==> src/rtl/vending_core_param_if.sv <==
// Dispense handshake between the vending controller and the dispenser.
// The master (controller) raises dispense_valid with a stable dispense_idx;
// the slave (dispenser) accepts with dispense_ready.
interface vending_core_param_if #(
    parameter int N_DRINKS = 4
);
    localparam int IDX_W = (N_DRINKS > 1) ? $clog2(N_DRINKS) : 1;

    logic             dispense_valid;
    logic [IDX_W-1:0] dispense_idx;
    logic             dispense_ready;

    modport master (
        output dispense_valid,
        output dispense_idx,
        input  dispense_ready
    );

    modport slave (
        input  dispense_valid,
        input  dispense_idx,
        output dispense_ready
    );
endinterface

==> src/rtl/vending_core_param.sv <==
// Parametrised vending-machine controller: credit tracking, dispense
// handshake and timed change return driven by an external 1 Hz tick.
// Optional feature macro: STOCK_TRACK_EN adds per-drink stock counters,
// a restock input and a sold_out mask.
module vending_core_param #(
    parameter int                          N_DRINKS    = 4,
    parameter int                          N_COINS     = 3,
    parameter int                          CREDIT_W    = 7,
    parameter int                          MAX_CREDIT  = 100,
    parameter logic [N_DRINKS*CREDIT_W-1:0] PRICES     = {7'd80, 7'd30, 7'd25, 7'd20},
    parameter logic [N_COINS*CREDIT_W-1:0]  COIN_VALUES = {7'd50, 7'd10, 7'd5},
    parameter int                          REFUND_STEP = 5
`ifdef STOCK_TRACK_EN
    ,
    parameter logic [3:0]                  STOCK_INIT  = 4'd3
`endif
) (
    input  logic                clk,
    input  logic                rst,
    input  logic                clr,
    input  logic [N_COINS-1:0]  coin,
    input  logic [N_DRINKS-1:0] sel,
    input  logic                cancel,
    input  logic                tick,
    output logic                tick_restart,
    output logic [CREDIT_W-1:0] credit,
    output logic [N_DRINKS-1:0] available,
    output logic                refunding,
    output logic                refund_pulse,
`ifdef STOCK_TRACK_EN
    input  logic                restock,
    output logic [N_DRINKS-1:0] sold_out,
`endif
    vending_core_param_if.master disp
);
    localparam int IDX_W  = (N_DRINKS > 1) ? $clog2(N_DRINKS) : 1;
    localparam int CIDX_W = (N_COINS > 1) ? $clog2(N_COINS) : 1;

    typedef enum logic [1:0] {
        S_IDLE     = 2'd0,
        S_DISPENSE = 2'd1,
        S_REFUND   = 2'd2
    } state_t;

    state_t              r_state, w_state_next;
    logic [CREDIT_W-1:0] r_credit, w_credit_next;
    logic                r_valid, w_valid_next;
    logic [IDX_W-1:0]    r_idx, w_idx_next;
    logic                r_tick_restart, w_tick_restart_next;
    logic                r_refund_pulse, w_refund_pulse_next;

    logic [N_DRINKS-1:0][CREDIT_W-1:0] w_price;
    logic [N_COINS-1:0][CREDIT_W-1:0]  w_coin_val;
    logic [N_DRINKS-1:0]               w_avail;

    logic                w_sel_hit;
    logic [IDX_W-1:0]    w_sel_idx;
    logic                w_coin_hit;
    logic [CIDX_W-1:0]   w_coin_idx;
    logic [CREDIT_W:0]   w_coin_sum;
    logic [CREDIT_W-1:0] w_refund_credit;

`ifdef STOCK_TRACK_EN
    logic [N_DRINKS-1:0][3:0] r_stock, w_stock_next, w_stock_eff;
`endif

    // Unpack the price and coin tables; build the affordable-drink mask.
    // A same-cycle restock is folded into the stock seen by the mask so a
    // sel arriving with restock sees the refilled counters.
    genvar gi;
    generate
        for (gi = 0; gi < N_DRINKS; gi++) begin : g_drink
            assign w_price[gi] = PRICES[gi*CREDIT_W +: CREDIT_W];
`ifdef STOCK_TRACK_EN
            assign w_stock_eff[gi] = restock ? STOCK_INIT : r_stock[gi];
            assign w_avail[gi]     = (r_state == S_IDLE) && (r_credit >= w_price[gi])
                                     && (w_stock_eff[gi] != 4'd0);
            assign sold_out[gi]    = (r_stock[gi] == 4'd0);
`else
            assign w_avail[gi]     = (r_state == S_IDLE) && (r_credit >= w_price[gi]);
`endif
        end
        for (gi = 0; gi < N_COINS; gi++) begin : g_coin
            assign w_coin_val[gi] = COIN_VALUES[gi*CREDIT_W +: CREDIT_W];
        end
    endgenerate

    // Lowest-index affordable selection and lowest-index coin.
    always_comb begin
        w_sel_hit  = 1'b0;
        w_sel_idx  = '0;
        w_coin_hit = 1'b0;
        w_coin_idx = '0;
        for (int i = N_DRINKS - 1; i >= 0; i--) begin
            if (sel[i] && w_avail[i]) begin
                w_sel_hit = 1'b1;
                w_sel_idx = IDX_W'(i);
            end
        end
        for (int j = N_COINS - 1; j >= 0; j--) begin
            if (coin[j]) begin
                w_coin_hit = 1'b1;
                w_coin_idx = CIDX_W'(j);
            end
        end
    end

    // Credit arithmetic: one extra bit on the add so saturation sees overflow.
    assign w_coin_sum      = {1'b0, r_credit} + {1'b0, w_coin_val[w_coin_idx]};
    assign w_refund_credit = (r_credit > CREDIT_W'(REFUND_STEP))
                             ? (r_credit - CREDIT_W'(REFUND_STEP)) : '0;

    // Next-state and next-output logic; clr overrides everything.
    always_comb begin
        w_state_next        = r_state;
        w_credit_next       = r_credit;
        w_valid_next        = r_valid;
        w_idx_next          = r_idx;
        w_tick_restart_next = 1'b0;
        w_refund_pulse_next = 1'b0;
`ifdef STOCK_TRACK_EN
        w_stock_next        = w_stock_eff;
`endif
        if (clr) begin
            w_state_next  = S_IDLE;
            w_credit_next = '0;
            w_valid_next  = 1'b0;
            w_idx_next    = '0;
`ifdef STOCK_TRACK_EN
            w_stock_next  = {N_DRINKS{STOCK_INIT}};
`endif
        end else begin
            case (r_state)
                S_IDLE: begin
                    if (cancel && (r_credit != '0)) begin
                        w_state_next        = S_REFUND;
                        w_tick_restart_next = 1'b1;
                    end else if (w_sel_hit) begin
                        w_credit_next = r_credit - w_price[w_sel_idx];
                        w_idx_next    = w_sel_idx;
                        w_valid_next  = 1'b1;
                        w_state_next  = S_DISPENSE;
`ifdef STOCK_TRACK_EN
                        w_stock_next[w_sel_idx] = w_stock_eff[w_sel_idx] - 4'd1;
`endif
                    end else if (w_coin_hit) begin
                        if (w_coin_sum > (CREDIT_W + 1)'(MAX_CREDIT))
                            w_credit_next = CREDIT_W'(MAX_CREDIT);
                        else
                            w_credit_next = w_coin_sum[CREDIT_W-1:0];
                    end
                end
                S_DISPENSE: begin
                    if (disp.dispense_ready) begin
                        w_valid_next = 1'b0;
                        if (r_credit != '0) begin
                            w_state_next        = S_REFUND;
                            w_tick_restart_next = 1'b1;
                        end else begin
                            w_state_next = S_IDLE;
                        end
                    end
                end
                S_REFUND: begin
                    if (tick) begin
                        w_credit_next       = w_refund_credit;
                        w_refund_pulse_next = 1'b1;
                        if (w_refund_credit == '0)
                            w_state_next = S_IDLE;
                    end
                end
                default: begin
                    w_state_next = S_IDLE;
                    w_valid_next = 1'b0;
                end
            endcase
        end
    end

    // State and output registers; async reset loses credit and drops valid.
    always_ff @(posedge clk or posedge rst) begin
        if (rst) begin
            r_state        <= S_IDLE;
            r_credit       <= '0;
            r_valid        <= 1'b0;
            r_idx          <= '0;
            r_tick_restart <= 1'b0;
            r_refund_pulse <= 1'b0;
`ifdef STOCK_TRACK_EN
            r_stock        <= {N_DRINKS{STOCK_INIT}};
`endif
        end else begin
            r_state        <= w_state_next;
            r_credit       <= w_credit_next;
            r_valid        <= w_valid_next;
            r_idx          <= w_idx_next;
            r_tick_restart <= w_tick_restart_next;
            r_refund_pulse <= w_refund_pulse_next;
`ifdef STOCK_TRACK_EN
            r_stock        <= w_stock_next;
`endif
        end
    end

    assign credit              = r_credit;
    assign available           = w_avail;
    assign tick_restart        = r_tick_restart;
    assign refund_pulse        = r_refund_pulse;
    assign refunding           = (r_state == S_REFUND);
    assign disp.dispense_valid = r_valid;
    assign disp.dispense_idx   = r_idx;
endmodule

==> src/flat_wrapper.sv <==
// flat-port wrapper written by rule: the top's interface ports become plain ports
module vending_core_param_flat 
#(
    parameter int                          N_DRINKS    = 4,
    parameter int                          N_COINS     = 3,
    parameter int                          CREDIT_W    = 7,
    parameter int                          MAX_CREDIT  = 100,
    parameter logic [N_DRINKS*CREDIT_W-1:0] PRICES     = {7'd80, 7'd30, 7'd25, 7'd20},
    parameter logic [N_COINS*CREDIT_W-1:0]  COIN_VALUES = {7'd50, 7'd10, 7'd5},
    parameter int                          REFUND_STEP = 5

)
  (clk, rst, clr, coin, sel, cancel, tick, tick_restart, credit, available, refunding, refund_pulse, disp_dispense_valid, disp_dispense_idx, disp_dispense_ready);
  vending_core_param_if #(.N_DRINKS(N_DRINKS)) disp_i ();
  input  logic clk;
  input  logic rst;
  input  logic clr;
  input  logic [N_COINS-1:0] coin;
  input  logic [N_DRINKS-1:0] sel;
  input  logic cancel;
  input  logic tick;
  output logic tick_restart;
  output logic [CREDIT_W-1:0] credit;
  output logic [N_DRINKS-1:0] available;
  output logic refunding;
  output logic refund_pulse;
  output wire logic [$bits(disp_i.dispense_valid)-1:0] disp_dispense_valid;
  output wire logic [$bits(disp_i.dispense_idx)-1:0] disp_dispense_idx;
  input wire logic [$bits(disp_i.dispense_ready)-1:0] disp_dispense_ready;
  assign disp_dispense_valid = disp_i.dispense_valid;
  assign disp_dispense_idx = disp_i.dispense_idx;
  assign disp_i.dispense_ready = disp_dispense_ready;
  vending_core_param #(.N_DRINKS(N_DRINKS), .N_COINS(N_COINS), .CREDIT_W(CREDIT_W), .MAX_CREDIT(MAX_CREDIT), .PRICES(PRICES), .COIN_VALUES(COIN_VALUES), .REFUND_STEP(REFUND_STEP)) u_core (.clk(clk), .rst(rst), .clr(clr), .coin(coin), .sel(sel), .cancel(cancel), .tick(tick), .tick_restart(tick_restart), .credit(credit), .available(available), .refunding(refunding), .refund_pulse(refund_pulse), .disp(disp_i));
endmodule
==> config.mk <==
export PLATFORM = sky130hd
export DESIGN_NAME = vending_core_param_flat
export DESIGN_NICKNAME = d
export VERILOG_FILES = /design/src/rtl/vending_core_param_if.sv /design/src/rtl/vending_core_param.sv /design/src/flat_wrapper.sv
export SDC_FILE = /design/constraint.sdc
export NUM_CORES = 1
export LEC_CHECK = 0
export CAP_MARGIN = 20
export CORE_MARGIN = 2
export CORE_UTILIZATION = 50
export DETAILED_ROUTE_END_ITERATION = 6
export HOLD_SLACK_MARGIN = 0.03
export PLACE_DENSITY = 0.75
export SLEW_MARGIN = 20
export SYNTH_ARGS = -nofsm -noshare
export SYNTH_HDL_FRONTEND = slang
export SYNTH_SLANG_ARGS = --single-unit
==> constraint.sdc <==
create_clock -name clk -period 5.1 [get_ports clk]
set_clock_uncertainty 0.05 [all_clocks]
set_input_delay 1.275 -clock clk [delete_from_list [all_inputs] [get_ports clk]]
set_output_delay 1.275 -clock clk [all_outputs]
set_load 0.02 [all_outputs]
==> out/metrics.cfg, run 1 <==
[grt]
grt.total_usage_pct = 24.3
grt_pass1_wl_um = 8050
grt_start_max_net_pins = 19
antenna_found_initial = 0
gr-total-overflow = 0
grt_pass1_vias = 1652

[route]
drc = 0
drtIter0Drc = 139
detail_route.first_pass.iterations = 4
drt_wl_total_um = 4790
routed_via_density = 6.00
num_vias = 1841
antenna_left = 0
routedWlPerCell_um = 15.6

[clock_network]
ctsHoldBuffers = 0
clk_pin_slew_worst_paths_ps = 70
numClockSinks = 14
clock_path_buffers = 2
clock_latency_ps = 250
numCtsBuffers = 3
cts_tree = yes
ctsResizeCount = 0
root_buffer = clkbuf_8
h-tree-depth = 1
cts_setup_buffers = 0

[sta]
period_minus_slack_ps = 4200
finalWorstSetupSlack_ps = 902
fin_setup_tns_ps = 0
slew_headroom_pct = 57.0
hold_viol = 0
period_share_pct = 82.3
tightest_slew_ps = 645
finalSetupViolCount = 0
fmaxAchievable_mhz = 238
rsz0062_at_grt = no
maxSlewViolCount = 0

[die]
initial_core_util_pct = 51.4
dieArea_um2 = 4210
fp.dieW_um = 64.9
die_h_um = 64.9
fp-row-count = 22
coreArea_um2 = 3610
num_io_pins = 30

[critical_path]
crit_path_end = u_core.credit[3]
cp_cell_sequence = clkdlybuf4s50_1, nor3b_1, nor2_1, inv_1, ha_1, a21o_1, a21oi_1, xor2_1, a2bb2oi_1, o211a_1, o41ai_2, a31o_1
cp-end-kind = register
path_max_fanout = 5
startpoint_type = input port
cp_top_family = compound AO/OA/AOI/OAI gates
path_class = in -> reg
slowest_delay_ps = 470
path_depth = 12
path_buf_inv = 2
reg2reg_from = u_core.credit[1]
cp_slowest_cell = clkdlybuf4s50_1
worst-r2r-setup-slack_ps = 1000
arrival_ps = 4330
cp.required_ps = 5230
reg2reg_to = u_core.credit[6]
crit_start = coin[2]
worst_r2r_path_depth = 17

[place]
place_hpwl_um = 3650
post-place-ws_ps = 623
gp_congestion = 0.836
placement.io_buffers = 29

[synthesis]
synth-seq-area-share_pct = 18.9
synth_common_cells = nor2_1 (26), a21oi_1 (18), ha_1 (16), inv_1 (16), nand2_1 (16)
postSynth.asyncResetShare_pct = 100
ys_ff_latch = 14
syn_area_um2 = 1850
netlist_instances = 235
synth_top_cell_by_area = dfrtp_1
netlist.area_leader.share_pct = 18.9
synth_cell_types = 60
synth_edf_count = 0
syn-num-nets = 266
synth_top_flop_cell = dfrtp_1
yosys_warnings = 0
netlist_top_cells_area = dfrtp_1 (19%), ha_1 (11%), nor2_1 (5.3%)
syn_area_per_cell_um2 = 7.89
yosysMostFrequentCell = nor2_1

[run]
max-cap-violations = 0

[cells_and_area]
nets = 291
drive_above_1_share_pct = 8.88
syn_to_final_growth_pct = 19.9
antennaDiodeCount = 0

[status]
status = completed

[pwr]
vdd_ir_drop_max_mv = 0.317
leakage_nw = 0.965
power_density_nw_per_um2 = 546

[worst_hold_path]
worstHoldPathType = reg -> reg

-- final cells by class --
cell class	count	area [um^2]
flip-flops and latches	14	350
clock buffers	4	55.1
multi-input cells	194	1390
inverters	16	60.1
repair buffers	31	305
well taps	48	60.1
fillers	329	1380
-- cells by family (layout without fill, tap and decap cells) --
logic type,count (synthesis),in the layout,synth area share (%)
buffers and inverters,27,51,6.01
AO/OA/AOI/OAI,75,75,30.4
flip-flops,14,14,18.9
XOR/XNOR,10,10,4.72
AND/OR/NAND/NOR,87,87,24.8
multiplexers,4,4,2.23
adder cells (fa/ha/maj),18,18,13.0
-- cell usage in the layout, fill, tap and decap left out, types with 2 or more instances in the layout --
master	count
a31oi_1	4
ha_1	16
mux2i_1	3
o21a_1	4
nor2b_1	7
nor2_2	2
and2_1	2
nor3b_1	3
buf_4	2
or4_4	2
nor3_1	4
o21ai_2	2
o211ai_1	2
or3_1	4
o22a_1	2
a32o_1	2
o21ai_1	2
nor4b_1	3
inv_1	16
xor2_1	2
o31ai_1	2
clkdlybuf4s50_1	29
nand2_1	16
clkbuf_8	4
fa_1	2
nand4_1	3
a21o_1	4
nor2_1	26
or2_2	3
a21oi_1	18
nand3_1	6
and3b_1	2
o211a_1	2
dfrtp_1	14
o21ai_0	11
a211o_1	2
xnor2_1	8
-- stage by stage --
stage	util (%)	instance area [um^2]	instances	total power [mW]	hold WS, ps
6_report	61.7	2220	307	1.22	449
5_1_grt	61.7	2220	307	1.32	484
4_1_cts	61.7	2220	307	1.21	455
3_3_place_gp	60.1	2170	303	1.09	435
3_5_place_dp	60.1	2170	303	1.09	445
2_1_floorplan	-	1850	235	0.860	554
-- state kept, by name (all words and copies together) (netlist names) --
signal	flops
u_core.disp.dispense_idx	2
u_core.refund_pulse	1
u_core.disp.dispense_valid	1
u_core.tick_restart	1
u_core.r_state	2
u_core.credit	7
-- how the worst min path moves through the flow --
stage	startpoint	endpoint	slack, ps	depth (start not counted)
2_1_floorplan	u_core.r_state[1]	u_core.tick_restart	550	2
3_3_place_gp	u_core.disp.dispense_valid	u_core.disp.dispense_valid	440	1
3_5_place_dp	u_core.disp.dispense_valid	u_core.disp.dispense_valid	450	1
4_1_cts	u_core.disp.dispense_valid	u_core.disp.dispense_valid	450	1
5_1_grt	u_core.disp.dispense_valid	u_core.disp.dispense_valid	480	1
6_report	u_core.disp.dispense_valid	u_core.disp.dispense_valid	450	1
-- where the power goes --
part | switching (mW) | total, mW | internal [mW]
Combinational | 0.493 | 0.885 | 0.392
Clock | 0.0420 | 0.110 | 0.0684
Sequential | 0.0765 | 0.219 | 0.143
Total | 0.611 | 1.22 | 0.604
-- layer usage --
metal  vias to the layer above  share of wire, %  track usage (%)  routed length, um
li1                        909                 -                -                  -
met1                       853                46             35.3               2200
met2                        71                46             37.8               2180
met3                         8               7.4             3.82                353
met4                         0               1.2             5.05                 57
met5                         -                 0                0                  0
Power figures use the tool's default switching activity.
==> run 2: changes to the inputs <==
==> constraint.sdc (replaced) <==
create_clock -name clk -period 4.3 [get_ports clk]
set_clock_uncertainty 0.05 [all_clocks]
set_input_delay 1.075 -clock clk [delete_from_list [all_inputs] [get_ports clk]]
set_output_delay 1.075 -clock clk [all_outputs]
set_load 0.02 [all_outputs]
==> out/metrics.cfg, run 2 (synthesized netlist as in run 1, its figures left out) <==
[sta]
finalSetupViolCount = 0  ; unchanged
hold_viol = 0  ; unchanged
fmaxAchievable_mhz = 250
slew_headroom_pct = 54.8  ; -2.2 points
fin_setup_tns_ps = 0  ; unchanged
period_minus_slack_ps = 4000
period_share_pct = 93.1
maxSlewViolCount = 0  ; unchanged
rsz0062_at_grt = no
tightest_slew_ps = 679  ; +33.2 ps

[grt]
antenna_found_initial = 0  ; unchanged
grt.total_usage_pct = 24.9  ; +0.66 points
gr-total-overflow = 0  ; unchanged
grt_pass1_vias = 1750  ; +5.9%
grt_start_max_net_pins = 19  ; unchanged
grt_pass1_wl_um = 8310  ; +3.3%

[critical_path]
worst_r2r_path_depth = 15  ; -2
worst-r2r-setup-slack_ps = 300  ; -700 ps
cp-end-kind = register
path_max_fanout = 10  ; +5
slowest_delay_ps = 490  ; +20 ps
cp_top_family = compound AO/OA/AOI/OAI gates
reg2reg_to = u_core.credit[6]
arrival_ps = 4090  ; -240 ps
reg2reg_from = u_core.credit[0]
path_class = reg -> reg
cp_cell_sequence = ha_1, or4_4, o311ai_4, nand2_1, or3_1, inv_1, ha_1, inv_1, fa_1, a21o_1, a21o_1, a21oi_1, xnor2_1, mux2_2, a22o_1
path_buf_inv = 2  ; unchanged
startpoint_type = register
path_depth = 15  ; +3
cp_slowest_cell = dfrtp_1
cp.required_ps = 4390  ; -840 ps

[clock_network]
ctsHoldBuffers = 0  ; unchanged
clock_path_buffers = 2  ; unchanged
h-tree-depth = 1  ; unchanged
cts_setup_buffers = 0  ; unchanged
clk_pin_slew_worst_paths_ps = 60  ; about the same
ctsResizeCount = 0  ; unchanged
cts_tree = yes
clock_latency_ps = 240  ; about the same
numCtsBuffers = 3  ; unchanged
numClockSinks = 14  ; unchanged
root_buffer = clkbuf_8

[route]
antenna_left = 0  ; unchanged
routedWlPerCell_um = 15.4  ; -1.4%
routed_via_density = 6.03  ; +0.54%
num_vias = 1875  ; +1.8%
drtIter0Drc = 120  ; -14%
drt_wl_total_um = 4790  ; -0.10%
drc = 0  ; unchanged
detail_route.first_pass.iterations = 4  ; unchanged

[die]
coreArea_um2 = 3610  ; unchanged
die_h_um = 64.9  ; unchanged
fp.dieW_um = 64.9  ; unchanged
fp-row-count = 22  ; unchanged
initial_core_util_pct = 51.4  ; unchanged
num_io_pins = 30  ; unchanged
dieArea_um2 = 4210  ; unchanged

[cells_and_area]
antennaDiodeCount = 0  ; unchanged
nets = 295  ; +1.4%
largest_reg_flops = 7  ; unchanged
fillerInstances = 323  ; -1.8%
finalNonFillerCells = 311  ; +1.3%
fin_util_pct = 62.5  ; +0.83 points
final_common_cell = clkdlybuf4s50_1
syn_to_final_growth_pct = 21.5
drive_above_1_share_pct = 10.3  ; +1.4 points
final_cell_mix = clkdlybuf4s50_1 (29), nor2_1 (26), a21oi_1 (18)

[pwr]
totalPowerFinal_mw = 1.45  ; +20%
power_density_nw_per_um2 = 645  ; +18%
leakage_nw = 0.986  ; +2.2%
vdd_ir_drop_max_mv = 0.430  ; +36%

[status]
status = completed

[place]
dp.cells = 307  ; +1.3%
gp_congestion = 0.871  ; +4.2%
place_hpwl_um = 3610  ; -1.1%
placement.io_buffers = 29  ; unchanged

[worst_hold_path]
worstHoldPathType = reg -> reg
min_to = u_core.disp.dispense_valid
hold_start = u_core.disp.dispense_valid
worstHoldPathCells = 1  ; unchanged

[run]
max-cap-violations = 0  ; unchanged

-- run 2: final cells by class --
| type | instances | area (um^2) | share of cell area, % |
|---|---|---|---|
| well taps | 48 | 60.1 | 2.67 |
| flip-flops and latches | 14 | 350 | 15.5 |
| repair buffers | 35 | 335 | 14.9 |
| multi-input cells | 194 | 1390 | 61.8 |
| clock buffers | 4 | 55.1 | 2.44 |
| inverters | 16 | 60.1 | 2.67 |
-- run 2: power by group --
| part | leakage [nW] | total (mW) | switching [mW] | internal, mW |
|---|---|---|---|---|
| Clock | 0.0288 | 0.131 | 0.0495 | 0.0811 |
| Combinational | 0.768 | 1.07 | 0.597 | 0.476 |
| Sequential | 0.189 | 0.251 | 0.0809 | 0.170 |
-- run 2: worst reg2reg max path, delay by kind of cell (launching register included) --
kind            cells  cell delay [ps]
buf+inv             2              160
fa+ha+maj           3              870
simple gates        3              980
mux                 1              260
flops               1              490
compound gates      5             1010
xor+xnor            1               80
-- run 2: per-layer routing --
layer	wire length (um)	track usage, %	vias to the layer above
li1	-	-	927
met1	2160	35.5	861
met2	2170	37.9	83
met3	399	6.60	4
met4	53	4.79	0
met5	0	0	-
-- run 2: worst max-delay path by stage --
stage	slack (ps)	from	end
2_1_floorplan	260	u_core.credit[1]	u_core.credit[6]
3_3_place_gp	120	sel[0]	u_core.credit[6]
3_5_place_dp	80	sel[0]	u_core.credit[6]
4_1_cts	300	u_core.credit[0]	u_core.credit[6]
5_1_grt	100	u_core.credit[0]	u_core.credit[6]
6_report	300	u_core.credit[0]	u_core.credit[6]
-- run 2: stage by stage --
stage / instance area [um^2] / setup slack, ps / hold WS, ps
finish: 2250 / 298 / 437
global route: 2250 / 99.1 / 474
CTS: 2250 / 301 / 445
detailed placement: 2200 / 75.4 / 436
global placement: 2200 / 115 / 430
floorplan: 1850 / 256 / 554
